File: src/rtl/tick_timeout_counter_if.sv
// Control and status bundle between the tick timeout counter and its controller.
// The master drives the controls and the counter (slave) returns its registered status.
interface tick_timeout_counter_if #(
  parameter int CNT_W = 16
);
  logic             enable;
  logic             tick_in;
  logic             restart;
  logic             tc_load;
  logic [CNT_W-1:0] tc_value;
  logic             mode_load;
  logic             mode_in;
  logic [CNT_W-1:0] count;
  logic             timeout;
  logic             done;
  logic             busy;

  modport master (
    output enable, tick_in, restart, tc_load, tc_value, mode_load, mode_in,
    input  count, timeout, done, busy
  );

  modport slave (
    input  enable, tick_in, restart, tc_load, tc_value, mode_load, mode_in,
    output count, timeout, done, busy
  );
endinterface

File: src/rtl/tick_timeout_counter.sv
// Counts tick strobes up to a loadable terminal count and pulses timeout; periodic or one-shot.
// All outputs are registered (one cycle after the causing input); there is no backpressure.
module tick_timeout_counter #(
  parameter int CNT_W      = 16,
  parameter int DEFAULT_TC = 100,
  parameter bit ONE_SHOT   = 1'b0
) (
  input  logic                  clk,
  input  logic                  rst,
  tick_timeout_counter_if.slave bus
);

  typedef enum logic [1:0] {
    IDLE = 2'd0,
    RUN  = 2'd1,
    DONE = 2'd2
  } state_e;

  localparam logic [CNT_W-1:0] TC_RST = (DEFAULT_TC < 1) ? CNT_W'(1) : CNT_W'(DEFAULT_TC);

  state_e           state_q, state_d;
  logic [CNT_W-1:0] count_q, count_d;
  logic [CNT_W-1:0] tc_q, tc_d;
  logic             mode_q, mode_d;
  logic             timeout_q, timeout_d;
  logic             done_q, done_d;
  logic             busy_q, busy_d;

  logic [CNT_W-1:0] tc_load_val;
  logic             terminal;

  // A terminal count of zero would never expire, so it is treated as one.
  assign tc_load_val = (bus.tc_value == '0) ? CNT_W'(1) : bus.tc_value;
  assign terminal    = (count_q == (tc_q - CNT_W'(1)));

  always_ff @(posedge clk) begin
    if (!rst) begin
      state_q   <= IDLE;
      count_q   <= '0;
      tc_q      <= TC_RST;
      mode_q    <= ONE_SHOT;
      timeout_q <= 1'b0;
      done_q    <= 1'b0;
      busy_q    <= 1'b0;
    end else begin
      state_q   <= state_d;
      count_q   <= count_d;
      tc_q      <= tc_d;
      mode_q    <= mode_d;
      timeout_q <= timeout_d;
      done_q    <= done_d;
      busy_q    <= busy_d;
    end
  end

  always_comb begin
    state_d   = state_q;
    count_d   = count_q;
    tc_d      = tc_q;
    mode_d    = mode_q;
    timeout_d = 1'b0;

    if (!bus.enable) begin
      state_d = IDLE;
      count_d = '0;
    end else begin
      // Register loads happen whenever enabled; the priority chain below only decides
      // what the count and state do in the same cycle.
      if (bus.tc_load) begin
        tc_d = tc_load_val;
      end
      if (bus.mode_load) begin
        mode_d = bus.mode_in;
      end

      if (bus.restart) begin
        state_d = RUN;
        count_d = '0;
      end else begin
        case (state_q)
          IDLE: begin
            state_d = RUN;
            count_d = '0;
          end
          RUN: begin
            if (bus.tc_load) begin
              count_d = '0;
            end else if (bus.tick_in) begin
              if (terminal) begin
                count_d   = '0;
                timeout_d = 1'b1;
                if (mode_q) begin
                  state_d = DONE;
                end
              end else begin
                count_d = count_q + CNT_W'(1);
              end
            end
          end
          DONE: begin
            count_d = '0;
          end
          default: begin
            state_d = IDLE;
            count_d = '0;
          end
        endcase
      end
    end

    done_d = (state_d == DONE);
    busy_d = (state_d == RUN);
  end

  assign bus.count   = count_q;
  assign bus.timeout = timeout_q;
  assign bus.done    = done_q;
  assign bus.busy    = busy_q;

  a_tc_nonzero:   assert property (@(posedge clk) disable iff (!rst) tc_q != '0);
  a_count_in_rng: assert property (@(posedge clk) disable iff (!rst) count_q < tc_q);
  a_done_not_run: assert property (@(posedge clk) disable iff (!rst) !(done_q && busy_q));

endmodule

File: src/flat_wrapper.sv
// flat-port wrapper written by rule: the top's interface ports become plain ports
module tick_timeout_counter_flat 
#(
  parameter int CNT_W      = 16,
  parameter int DEFAULT_TC = 100,
  parameter bit ONE_SHOT   = 1'b0
)
  (clk, rst, bus_enable, bus_tick_in, bus_restart, bus_tc_load, bus_tc_value, bus_mode_load, bus_mode_in, bus_count, bus_timeout, bus_done, bus_busy);
  tick_timeout_counter_if #(.CNT_W(CNT_W)) bus_i ();
  input  logic clk;
  input  logic rst;
  input wire logic [$bits(bus_i.enable)-1:0] bus_enable;
  input wire logic [$bits(bus_i.tick_in)-1:0] bus_tick_in;
  input wire logic [$bits(bus_i.restart)-1:0] bus_restart;
  input wire logic [$bits(bus_i.tc_load)-1:0] bus_tc_load;
  input wire logic [$bits(bus_i.tc_value)-1:0] bus_tc_value;
  input wire logic [$bits(bus_i.mode_load)-1:0] bus_mode_load;
  input wire logic [$bits(bus_i.mode_in)-1:0] bus_mode_in;
  output wire logic [$bits(bus_i.count)-1:0] bus_count;
  output wire logic [$bits(bus_i.timeout)-1:0] bus_timeout;
  output wire logic [$bits(bus_i.done)-1:0] bus_done;
  output wire logic [$bits(bus_i.busy)-1:0] bus_busy;
  assign bus_i.enable = bus_enable;
  assign bus_i.tick_in = bus_tick_in;
  assign bus_i.restart = bus_restart;
  assign bus_i.tc_load = bus_tc_load;
  assign bus_i.tc_value = bus_tc_value;
  assign bus_i.mode_load = bus_mode_load;
  assign bus_i.mode_in = bus_mode_in;
  assign bus_count = bus_i.count;
  assign bus_timeout = bus_i.timeout;
  assign bus_done = bus_i.done;
  assign bus_busy = bus_i.busy;
  tick_timeout_counter #(.CNT_W(CNT_W), .DEFAULT_TC(DEFAULT_TC), .ONE_SHOT(ONE_SHOT)) u_core (.clk(clk), .rst(rst), .bus(bus_i));
endmodule
File: config.mk
export PLATFORM = sky130hd
export DESIGN_NAME = tick_timeout_counter_flat
export DESIGN_NICKNAME = d
export VERILOG_FILES = /design/src/rtl/tick_timeout_counter_if.sv /design/src/rtl/tick_timeout_counter.sv /design/src/flat_wrapper.sv
export SDC_FILE = /design/constraint.sdc
export NUM_CORES = 1
export LEC_CHECK = 0
export ABC_AREA = 1
export CORE_UTILIZATION = 52
export CTS_CLUSTER_DIAMETER = 40
export DETAILED_ROUTE_END_ITERATION = 12
export PLACE_DENSITY = 0.86
export SYNTH_ARGS = -nofsm -noshare
export SYNTH_HDL_FRONTEND = slang
export SYNTH_SLANG_ARGS = --single-unit
File: constraint.sdc
create_clock -name clk -period 2.4 [get_ports clk]
set_input_delay 0.24 -clock clk [delete_from_list [all_inputs] [get_ports clk]]
set_output_delay 0.24 -clock clk [all_outputs]
set_load 0.02 [all_outputs]
# Word level (Yosys, flattened, before mapping)
# Index checks and enable logic that the tools add are counted.
# op_classes
magnitude_cmp,0
n_eq_ne,5
div,0
multipliers,0
muxes,10
bitwise,4
shifts,0
addsub,2
reduce_logical,6
# ops
op,n
16-bit 2-to-1 mux,2
16-bit by 1-bit adder with 16-bit output (second input constant),1
16-bit == test,1
16-bit logical NOT,1
16-bit by 1-bit subtractor with 16-bit output (second input constant),1
2-bit 2-to-1 mux,6
2-bit one-hot mux with 3 select lines,1
6-bit OR reduction,1
5-bit OR reduction,1
2-bit by 1-bit == test with 1-bit output (second input constant),2
2-bit == test (second input constant),2
1-bit inverter,4
2-bit AND reduction,2
2-bit logical NOT,1
1-bit 2-to-1 mux,1
# totals
inputBits,24
out_inout_bits,19
latch_bits,0
mem_bits_ro,0
wordCells,34
n_memories,0
ram_bits,0
reg_bits,38

# Longest topological paths before layout
# depth
word_depth,9
depth_mapped,16

# Worst setup path before layout
# OpenSTA, ideal clock, no wires.
# synth_timing
kind,reg2reg
startpoint,reg u_core.tc_q[0]
endpoint,reg u_core.count_q[12] (netlist: u_core.bus.count[12])
arrival_time_ns,1.762
period_less_slack_ns,1.879
setup_ns,0.117
n_path_buf,1
setup_slack_ns,0.521
stages_incl_launch_ff,16
cell_sequence,dfxtp_1 inv_2 ha_1 nand2_1 nand2_1 nor2_1 nand2_1 nor2_1 nand3_1 nor2_1 nand2_1 nor2_2 nand3_2 nand2_4 buf_12 nor2_2
# synth_via
elab_chain_len,3
# synth_rtl
element,line_no,rtl
"start, declared",tick_timeout_counter.sv:23,"logic [CNT_W-1:0] tc_q, tc_d;"
"start signal, assigned",tick_timeout_counter.sv:48,tc_q <= tc_d;
16-bit by 1-bit subtractor with 16-bit output,tick_timeout_counter.sv:34,assign terminal = (count_q == (tc_q - CNT_W'(1)));
16-bit == test,tick_timeout_counter.sv:34,
16-bit 2-to-1 mux,tick_timeout_counter.sv:89,if (terminal) begin
"end signal, assigned",tick_timeout_counter.sv:47,count_q <= count_d;
"end, declared",tick_timeout_counter.sv:22,"logic [CNT_W-1:0] count_q, count_d;"
# Every way passes these cells.
# A chain may end at the register's enable or synchronous reset.

# Worst setup path in the final report
# layout_timing
startpoint,reg u_core.tc_q[0]
endpoint,reg u_core.count_q[6] (netlist: u_core.bus.count[6])
# Same word-level chain as after synthesis.

==> results by group <==
STA
  – Final hold violations: 0
  – Minimum clock period: 2.15 ns
  – Fin Setup TNS: 0 ns
  – Setup ws final: between 0.2 and 0.3 ns
  – Fin. max-slew vios: 0
  – Final Cycle Share: between 80% and 90%
  – Worst-Margin Slew: around 0.53 ns
  – Slew HR: 64.8%
  – RSZ-0062 raised after global routing: no
  – Layout Skew: ~0.0047 ns
  – Final setup violation count: 0
  – Maximum clock rate: ~0.47 GHz

Finish
  – N_diodes: 0
  – # fillers: 370
  – Register area: 761 µm²
  – Final nets: 417
  – Share of cells above drive strength 1: 9.72%
  – Fin util: 68.9%
  – Area occupied by multi-input gates: 1360 µm²
  – Final instance area: 2840 µm²
  – Area growth syn-to-layout: 23.3%

Routing
  – First DRT Iteration DRCs: 173
  – Vias per std cell: around 5.2
  – WL/cell: 12.4 µm
  – DR vias: 2308
  – DRT Wirelength: 5480 µm
  – DRC errors left: 0
  – DR pass1 iterations: 5
  – Post-route ant nets: 0

Clock tree
  – Root Driver: clkbuf_8
  – Total CTS buffers: 5
  – CTS tree: built
  – Clock transition at path regs: 0.07 ns
  – Setup repair bufs after CTS: 0
  – Maximum clock insertion buffer count: 2
  – Clk Latency, worst-skew pair: 0.30 ns
  – Clk sinks: 38
  – H-Tree Depth: 2

Synthesis
  – Syn. warnings: 0
  – Synth top area cells: dfxtp_1 (33%), nand2_1 (17%), nor2_1 (7.3%)
  – Yosys cell types: 33
  – Yosys top cell by area: dfxtp_1
  – Cells after Synth: around 350
  – Post-synth EDFFs: 0
  – Yosys top cell area share: 33.1%
  – Yosys reg bits: 38
  – Async set or reset register ratio after synthesis: 0%
  – Syn_area_per_cell: 6.63 µm²
  – Sequential area share after synthesis: 33.1%
  – Synth Flop Type: dfxtp_1
  – Mapped cell area: 2300 µm²
  – Post-synth top cells: nand2_1 (103), nor2_1 (45), dfxtp_1 (38)
  – Syn_nets: 373
  – Top-count cell post-synth: nand2_1

Floorplan
  – Num rows: 23
  – Starting density of the core: about 56%
  – Die Ht: 68.5 µm
  – Core area: 4120 µm²
  – Total die area: 4690 µm²
  – Die Width: 68.5 µm
  – IO Pins: 43

Placed design
  – Dpl hpwl: 4340 µm
  – Routability-driven placement congestion ratio: 0.959
  – Port bufs: 42
  – DP Area: between 2000 and 3000 µm²
  – Dpl ws: 0.240 ns

Run
  – Max Cap Viol: 0

Setup path
  – Worst Setup Start Kind: flip-flop
  – WP data arrival: 2.33 ns
  – Maximum fanout along the worst path: 13
  – CP required: 2.58 ns
  – WS Path Type: flip-flop to flip-flop
  – Critical Path Sink Type: flip-flop

Pwr
  – Pwr per Cell Area: approximately 450 nW/µm²
  – Pwr Total: 1280 µW
  – Peak VDD IR: 0.000307 V
  – Leak: 0.00111 µW

Outcome
  – Status: finished, final reports clean

Global route
  – Largest net degree at the start of global routing: 16
  – GR Util All Layers: approximately a quarter
  – Vias in the first global route: 2069
  – First-pass GRT wire length: 8930 µm
  – Grt ovf: 0
  – Initial antenna violation count: 0

Hold path
  – Hold Crit Class: flip-flop to flip-flop
-- cells in the final DEF (no fill, tap or decap), types with 2 or more instances in the layout --
master	count
a211oi_1	5
a21oi_1	13
clkbuf_1	2
clkbuf_8	5
clkdlybuf4s50_1	42
dfxtp_1	38
ha_1	2
inv_1	35
inv_2	4
nand2_1	103
nand2_2	3
nand3_1	16
nand3b_1	4
nand4_1	8
nor2_1	45
nor2_2	17
nor2_4	3
nor3_1	4
nor3_2	2
nor4_1	4
o211ai_1	3
o21ai_0	5
xnor2_1	7
xor2_1	12
-- logic make-up after synthesis --
| kind of cell | count (synthesis) | share of synthesized area (%) |
|---|---|---|
| xor+xnor | 19 | 7.24 |
| compound gates | 30 | 7.67 |
| simple gates | 213 | 42.8 |
| fa+ha+maj | 2 | 1.09 |
| buf+inv | 45 | 8.11 |
| flops | 38 | 33.1 |
-- final cells by class --
class,instances,share of cell area (%)
clock buffer,7,2.69
inverter,39,5.16
multi-input combinational,264,48.0
sequential,38,26.8
tap,50,2.21
timing repair buffer,43,15.1
-- state kept, by name (all words and copies together), names as in the netlist --
signal              count
u_core.bus.count       16
u_core.tc_q            16
u_core.state_q          2
u_core.bus.busy         1
u_core.bus.done         1
u_core.bus.timeout      1
u_core.mode_q           1
-- routing by layer --
layer	up-vias	global-route usage [%]	share of wire, %
met5	-	0	0
met2	52	45.1	50
met3	7	4.11	3.5
li1	1191	-	-
met4	0	9.11	1.3
met1	1058	31.9	46
-- repair_timing --
action | 4_1_cts | 5_1_grt
hold buffers | 0 | 0
endpoints found under the hold margin | 0 | 0
endpoints found under the setup margin | 0 | 2
resized for setup | 0 | 1
-- final timing paths --
| kind | cells after the start | startpoint | slack (ns) | to |
|---|---|---|---|---|
| worst max-delay path | 15 | u_core.tc_q[0] | 0.25 | u_core.bus.count[6] |
| worst max register to register | 15 | u_core.tc_q[0] | 0.25 | u_core.bus.count[6] |
| worst min register to register | 2 | u_core.mode_q | 0.48 | u_core.mode_q |
| worst min-delay path | 2 | u_core.mode_q | 0.48 | u_core.mode_q |
-- stage by stage --
stage / std cells / hold WS, ns
floorplan: 347 / 0.339
global placement: 434 / 0.464
detailed placement: 434 / 0.470
CTS: 441 / 0.479
global route: 441 / 0.498
finish: 441 / 0.478
-- where the power goes --
group	switching, µW	leakage [µW]	internal (µW)	total [µW]
sequential	22.4	0.000309	649	671
clock	215	0.0000383	200	415
combinational	108	0.000761	84.8	192
-- worst max-delay path, cell delays in order, from the launching register on --
cell	delay [ns]
dfxtp_1	0.40
inv_2	0.08
ha_1	0.31
inv_1	0.04
nand2_1	0.05
nand2_1	0.05
nor2_1	0.13
nand2_1	0.08
nor2_1	0.09
nand3_1	0.08
nor2_1	0.09
nand2_1	0.07
nor2_2	0.15
nand3_2	0.18
nand2_8	0.18
nor3_1	0.06
(Power assumes the default switching activity.)
